### config.mk
export PLATFORM = sky130hd
export DESIGN_NAME = i2c_reg_ctrl
export DESIGN_NICKNAME = d
export VERILOG_FILES = /design/src/rtl/i2c_pkg.sv /design/src/rtl/i2c_reg_ctrl.sv
export SDC_FILE = /design/constraint.sdc
export NUM_CORES = 1
export LEC_CHECK = 0
export CAP_MARGIN = 20
export CORE_AREA = 2 2 63 65
export DETAILED_ROUTE_END_ITERATION = 10
export DIE_AREA = 0 0 65 67
export DONT_BUFFER_PORTS = 1
export SLEW_MARGIN = 5
export SYNTH_ARGS = -nofsm -noshare
export SYNTH_HDL_FRONTEND = slang
export SYNTH_SLANG_ARGS = --single-unit
### constraint.sdc
create_clock -name clk -period 1.62 [get_ports clk]
set_input_delay 0.243 -clock clk [delete_from_list [all_inputs] [get_ports clk]]
set_output_delay 0.243 -clock clk [all_outputs]
set_load 0.005 [all_outputs]
### src/rtl/i2c_pkg.sv
// Shared definitions for the I2C target core and its register-bus sequencer.
package i2c_pkg;

  localparam int unsigned I2C_BYTE_W = 8;

  // 7-bit target address the core answers to unless overridden.
  localparam logic [6:0] I2C_DEFAULT_TARGET_ADDR = 7'h42;

  typedef enum logic [2:0] {
    ST_IDLE     = 3'd0,
    ST_PTR      = 3'd1,
    ST_WRITE    = 3'd2,
    ST_RD_ISSUE = 3'd3,
    ST_RD_WAIT  = 3'd4
  } ctrl_state_e;

endpackage

### src/rtl/i2c_reg_ctrl.sv
// Turns I2C target byte events into register-bus writes and reads.
// Register bus: reg_we_o/reg_re_o are single-cycle strobes qualified by reg_addr_o;
// reg_rvalid_i returns read data any number of cycles (>=1) after reg_re_o.
module i2c_reg_ctrl
  import i2c_pkg::*;
#(
  parameter int unsigned ADDR_W    = 8,
  parameter int unsigned PTR_RESET = 0
) (
  input  logic                  clk,
  input  logic                  rst_n,
  input  logic [I2C_BYTE_W-1:0] i2c_rx_byte_data_i,
  input  logic                  i2c_rx_byte_valid_i,
  input  logic                  i2c_transaction_start_i,
  input  logic                  i2c_transaction_stop_i,
  input  logic                  i2c_tx_byte_req_i,
  output logic [I2C_BYTE_W-1:0] i2c_tx_byte_data_o,
  output logic                  i2c_tx_byte_valid_o,
  output logic [ADDR_W-1:0]     reg_addr_o,
  output logic [I2C_BYTE_W-1:0] reg_wdata_o,
  output logic                  reg_we_o,
  output logic                  reg_re_o,
  input  logic [I2C_BYTE_W-1:0] reg_rdata_i,
  input  logic                  reg_rvalid_i,
  output logic                  busy_o,
  output logic                  err_o
);

  ctrl_state_e           state_q, state_d;
  logic [ADDR_W-1:0]     ptr_q, ptr_d;
  logic                  err_q, err_d;
  logic                  we_q, we_d;
  logic [I2C_BYTE_W-1:0] wdata_q, wdata_d;
  logic                  tx_valid_q, tx_valid_d;
  logic [I2C_BYTE_W-1:0] tx_data_q, tx_data_d;

  always_ff @(posedge clk or negedge rst_n) begin
    if (!rst_n) begin
      state_q    <= ST_IDLE;
      ptr_q      <= ADDR_W'(PTR_RESET);
      err_q      <= 1'b0;
      we_q       <= 1'b0;
      wdata_q    <= '0;
      tx_valid_q <= 1'b0;
      tx_data_q  <= '0;
    end else begin
      state_q    <= state_d;
      ptr_q      <= ptr_d;
      err_q      <= err_d;
      we_q       <= we_d;
      wdata_q    <= wdata_d;
      tx_valid_q <= tx_valid_d;
      tx_data_q  <= tx_data_d;
    end
  end

  always_comb begin
    state_d    = state_q;
    ptr_d      = ptr_q;
    err_d      = err_q;
    we_d       = 1'b0;
    wdata_d    = wdata_q;
    tx_valid_d = 1'b0;
    tx_data_d  = tx_data_q;

    // The pointer advances after the write strobe so reg_addr_o is correct during it.
    if (we_q) ptr_d = ptr_q + ADDR_W'(1);

    if (i2c_transaction_stop_i) begin
      state_d = ST_IDLE;
    end else if (i2c_transaction_start_i) begin
      state_d = ST_PTR;
      err_d   = 1'b0;
    end else begin
      case (state_q)
        ST_IDLE: begin
          if (i2c_tx_byte_req_i || i2c_rx_byte_valid_i) err_d = 1'b1;
        end
        ST_PTR: begin
          if (i2c_tx_byte_req_i) begin
            state_d = ST_RD_ISSUE;
          end else if (i2c_rx_byte_valid_i) begin
            ptr_d   = ADDR_W'(i2c_rx_byte_data_i);
            state_d = ST_WRITE;
          end
        end
        ST_WRITE: begin
          if (i2c_tx_byte_req_i) begin
            state_d = ST_RD_ISSUE;
          end else if (i2c_rx_byte_valid_i) begin
            we_d    = 1'b1;
            wdata_d = i2c_rx_byte_data_i;
          end
        end
        ST_RD_ISSUE: begin
          if (i2c_tx_byte_req_i || i2c_rx_byte_valid_i) err_d = 1'b1;
          state_d = ST_RD_WAIT;
        end
        ST_RD_WAIT: begin
          if (i2c_tx_byte_req_i || i2c_rx_byte_valid_i) err_d = 1'b1;
          if (reg_rvalid_i) begin
            tx_data_d  = reg_rdata_i;
            tx_valid_d = 1'b1;
            ptr_d      = ptr_q + ADDR_W'(1);
            state_d    = ST_WRITE;
          end
        end
        default: state_d = ST_IDLE;
      endcase
    end
  end

  assign reg_addr_o          = ptr_q;
  assign reg_wdata_o         = wdata_q;
  assign reg_we_o            = we_q;
  assign reg_re_o            = (state_q == ST_RD_ISSUE);
  assign i2c_tx_byte_data_o  = tx_data_q;
  assign i2c_tx_byte_valid_o = tx_valid_q;
  assign busy_o              = (state_q != ST_IDLE);
  assign err_o               = err_q;

endmodule
==> results of run 1 <==
[final timing paths]
| kind | endpoint | slack, ns | start |
|---|---|---|---|
| worst max-delay path | reg_wdata_o[5] | -0.18 | state_q[2] |
| worst min-delay path | state_q[0] | 0.01 | i2c_transaction_stop_i |
| worst max register to register | reg_wdata_o[5] | -0.18 | state_q[2] |
| worst min register to register | reg_wdata_o[6] | 0.53 | reg_wdata_o[6] |
| max in group asynchronous | reg_addr_o[0] | 1.01 | rst_n |
| min in group asynchronous | reg_wdata_o[6] | 0.44 | rst_n |
[flip-flops by register name, indices dropped and copies added (netlist names)]
register / cells
reg_addr_o: 8
err_o: 1
i2c_tx_byte_valid_o: 1
state_q: 3
reg_wdata_o: 8
i2c_tx_byte_data_o: 8
reg_we_o: 1
[per-stage QoR]
step	instances	power, mW	setup TNS [ns]
after global placement	210	1.10	-0.976
after detailed placement	210	1.11	-1.15
after floorplan	154	1.03	-0.733
final	224	1.77	-1.51
after CTS	221	1.77	-1.13
after global routing	224	1.87	-2.21
[per-layer routing]
metal	wire [um]	up-vias
met3	305	7
met1	1620	663
met2	1990	45
li1	-	598
met4	85	0
met5	0	-
[Yosys cell counts, drive strengths merged]
cell,number,area [sq um]
a211oi,1,7.51
or2,1,6.26
o21a,1,7.51
nand4bb,1,11.3
ha,1,12.5
mux2,15,195
nor3,7,35.0
and4bb,1,12.5
nand4,3,18.8
nor4,2,12.5
xnor2,6,52.6
clkbuf,5,18.8
a21oi,7,38.8
inv,9,33.8
buf,3,21.3
o2111ai,1,8.76
nand3,5,25.0
o21ai,4,20.0
a22oi,4,30.0
or4,1,7.51
nor2b,2,12.5
o22ai,8,50.1
or3b,1,8.76
nand3b,2,15.0
nor2,9,33.8
o211ai,2,15.0
mux2i,1,10.0
o211a,2,20.0
or3,3,18.8
nand2b,4,25.0
dfrtp,30,751
a21o,1,7.51
xor2,3,26.3
o32ai,1,8.76
o311ai,1,8.76
nand2,6,22.5
[repair_timing]
action                                  CTS  global route
gates cloned                              1             0
gates resized for setup                   6            25
hold buffers                              2             0
setup buffers                             0             3
pin swaps                                 0             6
hold endpoints to repair                 30             0
endpoints found under the setup margin   19            14
[where the power goes]
part	internal, mW	leakage, nW	switching (mW)
Clock	0.341	0.0472	0.280
Sequential	0.809	0.406	0.0770
Combinational	0.142	0.470	0.126
Total	1.29	0.923	0.483
[kinds of logic after synthesis]
family	after synthesis	synth area share, %
mux	16	12.8
xor+xnor	9	4.90
fa+ha+maj	1	0.777
buf+inv	17	4.59
flops	30	46.7
simple gates	48	16.5
compound gates	33	13.8
[final cells by class]
| type | instances | area share, % |
|---|---|---|
| Inverter | 9 | 1.65 |
| Clock buffer | 6 | 4.03 |
| Sequential cell | 30 | 36.8 |
| Tap cell | 48 | 2.93 |
| Timing Repair Buffer | 22 | 9.71 |
| Clock inverter | 2 | 0.610 |
| Multi-Input combinational cell | 107 | 44.3 |
[worst register-to-register path, delay by kind of cell (launching register included)]
family	cells	cell delay [ns]
buf+inv	1	0.17
flops	1	0.38
mux	1	0.29
simple gates	2	0.84
==> impl_metrics.py, run 1 <==
metrics = {
    "global_route": {
        "use_met3_pct": 6.93,
        "grt_use_met1_pct": 21.8,
        "antenna_found_initial": 0,
        "grt_max_degree": 31,
        "grt.overflow.total": 0,
        "grt_pass1_wl_um": 6020,
        "gr-usage-all-layers_pct": 18.6,
        "grt_pass1_vias": 1290,
        "grt_util_met2_pct": 30.8,
        "grt-busiest-layer": "met2",
    },
    "layout": {
        "nets": 199,
        "n_antenna_cell": 0,
        "layout_common_cells": "dfrtp_1 (28), buf_4 (16), inv_1 (9)",
        "seq_area_sq_um": 753,
        "drive_gt1_share_pct": 37.5,
        "utilization_pct": 56.8,
        "layout.cell_area.non_filler_sq_um": 2050,
        "area.growth.synth_to_final_pct": 27.4,
        "n_fill_cell": 304,
        "multi_input_area_sq_um": 908,
        "mostFrequentLayoutCell": "dfrtp_1",
    },
    "sta": {
        "max-slew-margin-rel_pct": 65.2,
        "post-route-period-util_pct": 111,
        "setup_ws_ns": -0.179,
        "grt_setup_unrepaired": "yes",
        "finalSetupViolCount": 15,
        "drv_slew": 0,
        "skew_ns": 0.00703,
        "fin_crit_ns": 1.80,
        "worst_slew_pin_slew_ns": 0.521,
        "hold_violations": 0,
        "whs_ns": 0.0124,
        "max_freq_mhz": 556,
    },
    "worst_setup_path": {
        "slowest_delay_ns": 0.44,
        "cp.required_ns": 1.78,
        "reg2regPathDepth": 4,
        "cp_data_arrival_time_ns": 1.96,
        "worstPathMaxFanout": 5,
        "critPathTopFamily": "simple AND/OR/NAND/NOR gates",
        "slowest_stage": "or4_4",
        "cp.depth": 4,
        "start_kind": "flop",
        "path_cells": "or3b_4, or4_4, buf_4, mux2_4",
        "cp-end-kind": "flop",
        "path_buf_inv": 1,
        "critPathKind": "reg -> reg",
    },
    "route": {
        "routed_via_density": 5.86,
        "drc": 0,
        "dr.pass1.iters": 4,
        "post_drt_wl_per_cell_um": 17.9,
        "ant_nets": 0,
        "num_vias": 1313,
        "first_iter_violations": 98,
        "drt_wl_total_um": 4010,
    },
    "power": {
        "p_per_area_nw_per_um2": 866,
        "leakagePower_nw": 0.923,
        "ir_worst_vdd_mv": 0.306,
    },
    "floorplan": {
        "ios": 52,
        "dieArea_sq_um": 4360,
        "initial_core_util_pct": 44.6,
        "dieHeight_um": 67,
        "rows": 22,
        "die_x_um": 65,
        "core-area_sq_um": 3610,
    },
    "yosys": {
        "syn-cell-area_sq_um": 1610,
        "ys_types": 39,
        "postSynthCellCount": 154,
        "synth_warnings": 0,
        "yosys_register_bits": 30,
        "synth_nets": 178,
        "synth-seq-area-share_pct": 46.7,
        "syn-mean-instance-area_sq_um": 10.4,
    },
    "clock_network": {
        "clockRootBuffer": "clkbuf_8",
        "clkLatencyLatePin_ns": 0.28,
        "clock-sinks": 30,
        "clkTransAtPathRegs_ns": 0.07,
        "clock_path_buffers": 2,
        "cts_max_level": 2,
        "numCtsBuffers": 5,
        "cts_tree": "done",
    },
    "placement": {
        "gp_congestion": 0.776,
        "dp_slack_ns": -0.166,
        "hpwl_um": 2840,
        "io_buffers": 0,
        "place_area_sq_um": 1750,
    },
    "worst_hold_path": {
        "hold_class": "in -> reg",
        "min_path_cells": 1,
    },
    "run_status": {
        "violations": "negative setup slack",
        "status": "finished with violations",
    },
    "run": {
        "maxCapViolCount": 0,
    },
}
Note: power is estimated with default switching activity, not from simulation.
==> run 2: changes to the inputs <==
Settings changed: CTS_BUF_LIST set to sky130_fd_sc_hd__clkbuf_4 sky130_fd_sc_hd__clkbuf_8, PLACE_DENSITY_LB_ADDON set to 0.05, REMOVE_ABC_BUFFERS set to 1.
==> run 2 against run 1 <==
Against the previous run:
- the run still ends with negative setup slack left
- largest cell class unchanged
- global-route usage is 0.65 points higher
- critical path type unchanged
- sequential power is 0.5% lower
- clock skew is 0.00051 ns lower
- non-clock buffer count is 4 higher
==> impl_metrics.py, run 2 (same netlist as run 1, synthesis figures left out) <==
metrics = {
    "route": {
        "drc": 0,
        "ant_nets": 0,
        "drt_wl_total_um": 4110,
        "post_drt_wl_per_cell_um": 18.0,
        "first_iter_violations": 69,
        "num_vias": 1299,
        "dr.pass1.iters": 4,
        "routed_via_density": 5.70,
    },
    "worst_hold_path": {
        "min_from": "i2c_transaction_stop_i",
        "min_path_cells": 1,
        "whs_endpoint": "state_q[0]",
        "hold_class": "in -> reg",
    },
    "clock_network": {
        "numCtsBuffers": 5,
        "clock_path_buffers": 2,
        "cts_tree": "done",
        "clkLatencyLatePin_ns": 0.28,
        "clkTransAtPathRegs_ns": 0.07,
        "clock-sinks": 30,
        "cts_max_level": 2,
        "clockRootBuffer": "clkbuf_8",
    },
    "worst_setup_path": {
        "r2r_start": "state_q[2]",
        "start_kind": "flop",
        "path_cells": "or3b_1, or4_4, buf_6, mux2_4",
        "path_buf_inv": 1,
        "reg2regPathDepth": 4,
        "critPathTopFamily": "simple AND/OR/NAND/NOR gates",
        "worstPathMaxFanout": 5,
        "critPathKind": "reg -> reg",
        "rrSetupSlack_ns": -0.16,
        "slowest_delay_ns": 0.45,
        "cp.depth": 4,
        "cp-end-kind": "flop",
        "slowest_stage": "or4_4",
        "regToRegEndpoint": "reg_wdata_o[5]",
        "cp_data_arrival_time_ns": 1.95,
        "cp.required_ns": 1.79,
    },
    "floorplan": {
        "ios": 52,
        "dieHeight_um": 67,
        "initial_core_util_pct": 44.6,
        "dieArea_sq_um": 4360,
        "core-area_sq_um": 3610,
        "rows": 22,
        "die_x_um": 65,
    },
    "placement": {
        "io_buffers": 0,
        "hpwl_um": 2890,
        "place_area_sq_um": 1810,
        "gp_congestion": 0.827,
    },
    "layout": {
        "mostFrequentLayoutCell": "dfrtp_1",
        "layout_common_cells": "dfrtp_1 (29), buf_4 (20), inv_1 (9)",
        "nets": 203,
        "area.growth.synth_to_final_pct": 29.3,
        "drive_gt1_share_pct": 38.3,
        "n_antenna_cell": 0,
        "layout.cell_area.non_filler_sq_um": 2080,
    },
    "global_route": {
        "grt_pass1_vias": 1348,
        "antenna_found_initial": 0,
        "grt.overflow.total": 0,
        "grt_pass1_wl_um": 6380,
        "grt_max_degree": 31,
        "gr-usage-all-layers_pct": 19.3,
    },
    "power": {
        "leakagePower_nw": 0.934,
        "ir_worst_vdd_mv": 0.562,
        "p_per_area_nw_per_um2": 863,
    },
    "sta": {
        "max-slew-margin-rel_pct": 70.5,
        "finalSetupViolCount": 9,
        "hold_violations": 0,
        "whs_ns": 0.0236,
        "fin_crit_ns": 1.78,
        "drv_slew": 0,
        "setup_ws_ns": -0.161,
        "worst_slew_pin_slew_ns": 0.441,
        "max_freq_mhz": 562,
        "post-route-period-util_pct": 110,
        "grt_setup_unrepaired": "yes",
        "skew_ns": 0.00652,
    },
    "run": {
        "maxCapViolCount": 0,
    },
    "run_status": {
        "violations": "negative setup slack",
        "status": "finished with violations",
    },
}
[run 2: power by group]
group          switching, mW  internal, mW  leakage [nW]
logic                  0.131         0.150         0.479
clock network          0.292         0.341        0.0472
registers             0.0733         0.809         0.407
total                  0.496          1.30         0.934
[run 2: stage by stage]
step	util (%)	total power, mW	setup WS (ns)	TNS, ns	std cells
final	57.7	1.80	-0.161	-1.14	228
after global routing	57.7	1.88	-0.214	-1.72	228
after CTS	54.1	1.78	-0.154	-1.06	226
after detailed placement	50.1	1.12	-0.169	-1.21	216
after global placement	50.1	1.11	-0.137	-0.955	216
after floorplan	-	1.02	-0.343	-2.62	146
[run 2: layout make-up]
class / instances / area (sq um)
Clock buffer: 6 / 82.6
Clock inverter: 2 / 12.5
Fill cell: 316 / 1530
Inverter: 9 / 33.8
Multi-Input combinational cell: 107 / 906
Sequential cell: 30 / 752
Tap cell: 48 / 60.1
Timing Repair Buffer: 26 / 234
[run 2: worst max path at each step]
stage                from             end
2_1_floorplan  state_q[2]  reg_wdata_o[0]
3_3_place_gp   state_q[2]  reg_wdata_o[1]
3_5_place_dp   state_q[2]  reg_wdata_o[1]
4_1_cts        state_q[2]  reg_wdata_o[1]
5_1_grt        state_q[2]  reg_wdata_o[2]
6_report       state_q[2]  reg_wdata_o[5]
[run 2: what timing repair did]
item                       in CTS  in global routing
pin swaps                       0                  5
setup endpoints to repair      15                 16
gates cloned                    0                  1
setup buffers                   0                  2
gates resized for setup         4                 24
hold endpoints to repair       30                  0
hold buffers                    2                  0
[run 2: layer usage]
layer	global-route usage [%]	part of all wire, %	wire, um
met5	0	0	0
met4	6.38	0.90	37
met3	6.59	6.4	262
met2	34.0	50	2080
met1	21.8	42	1740
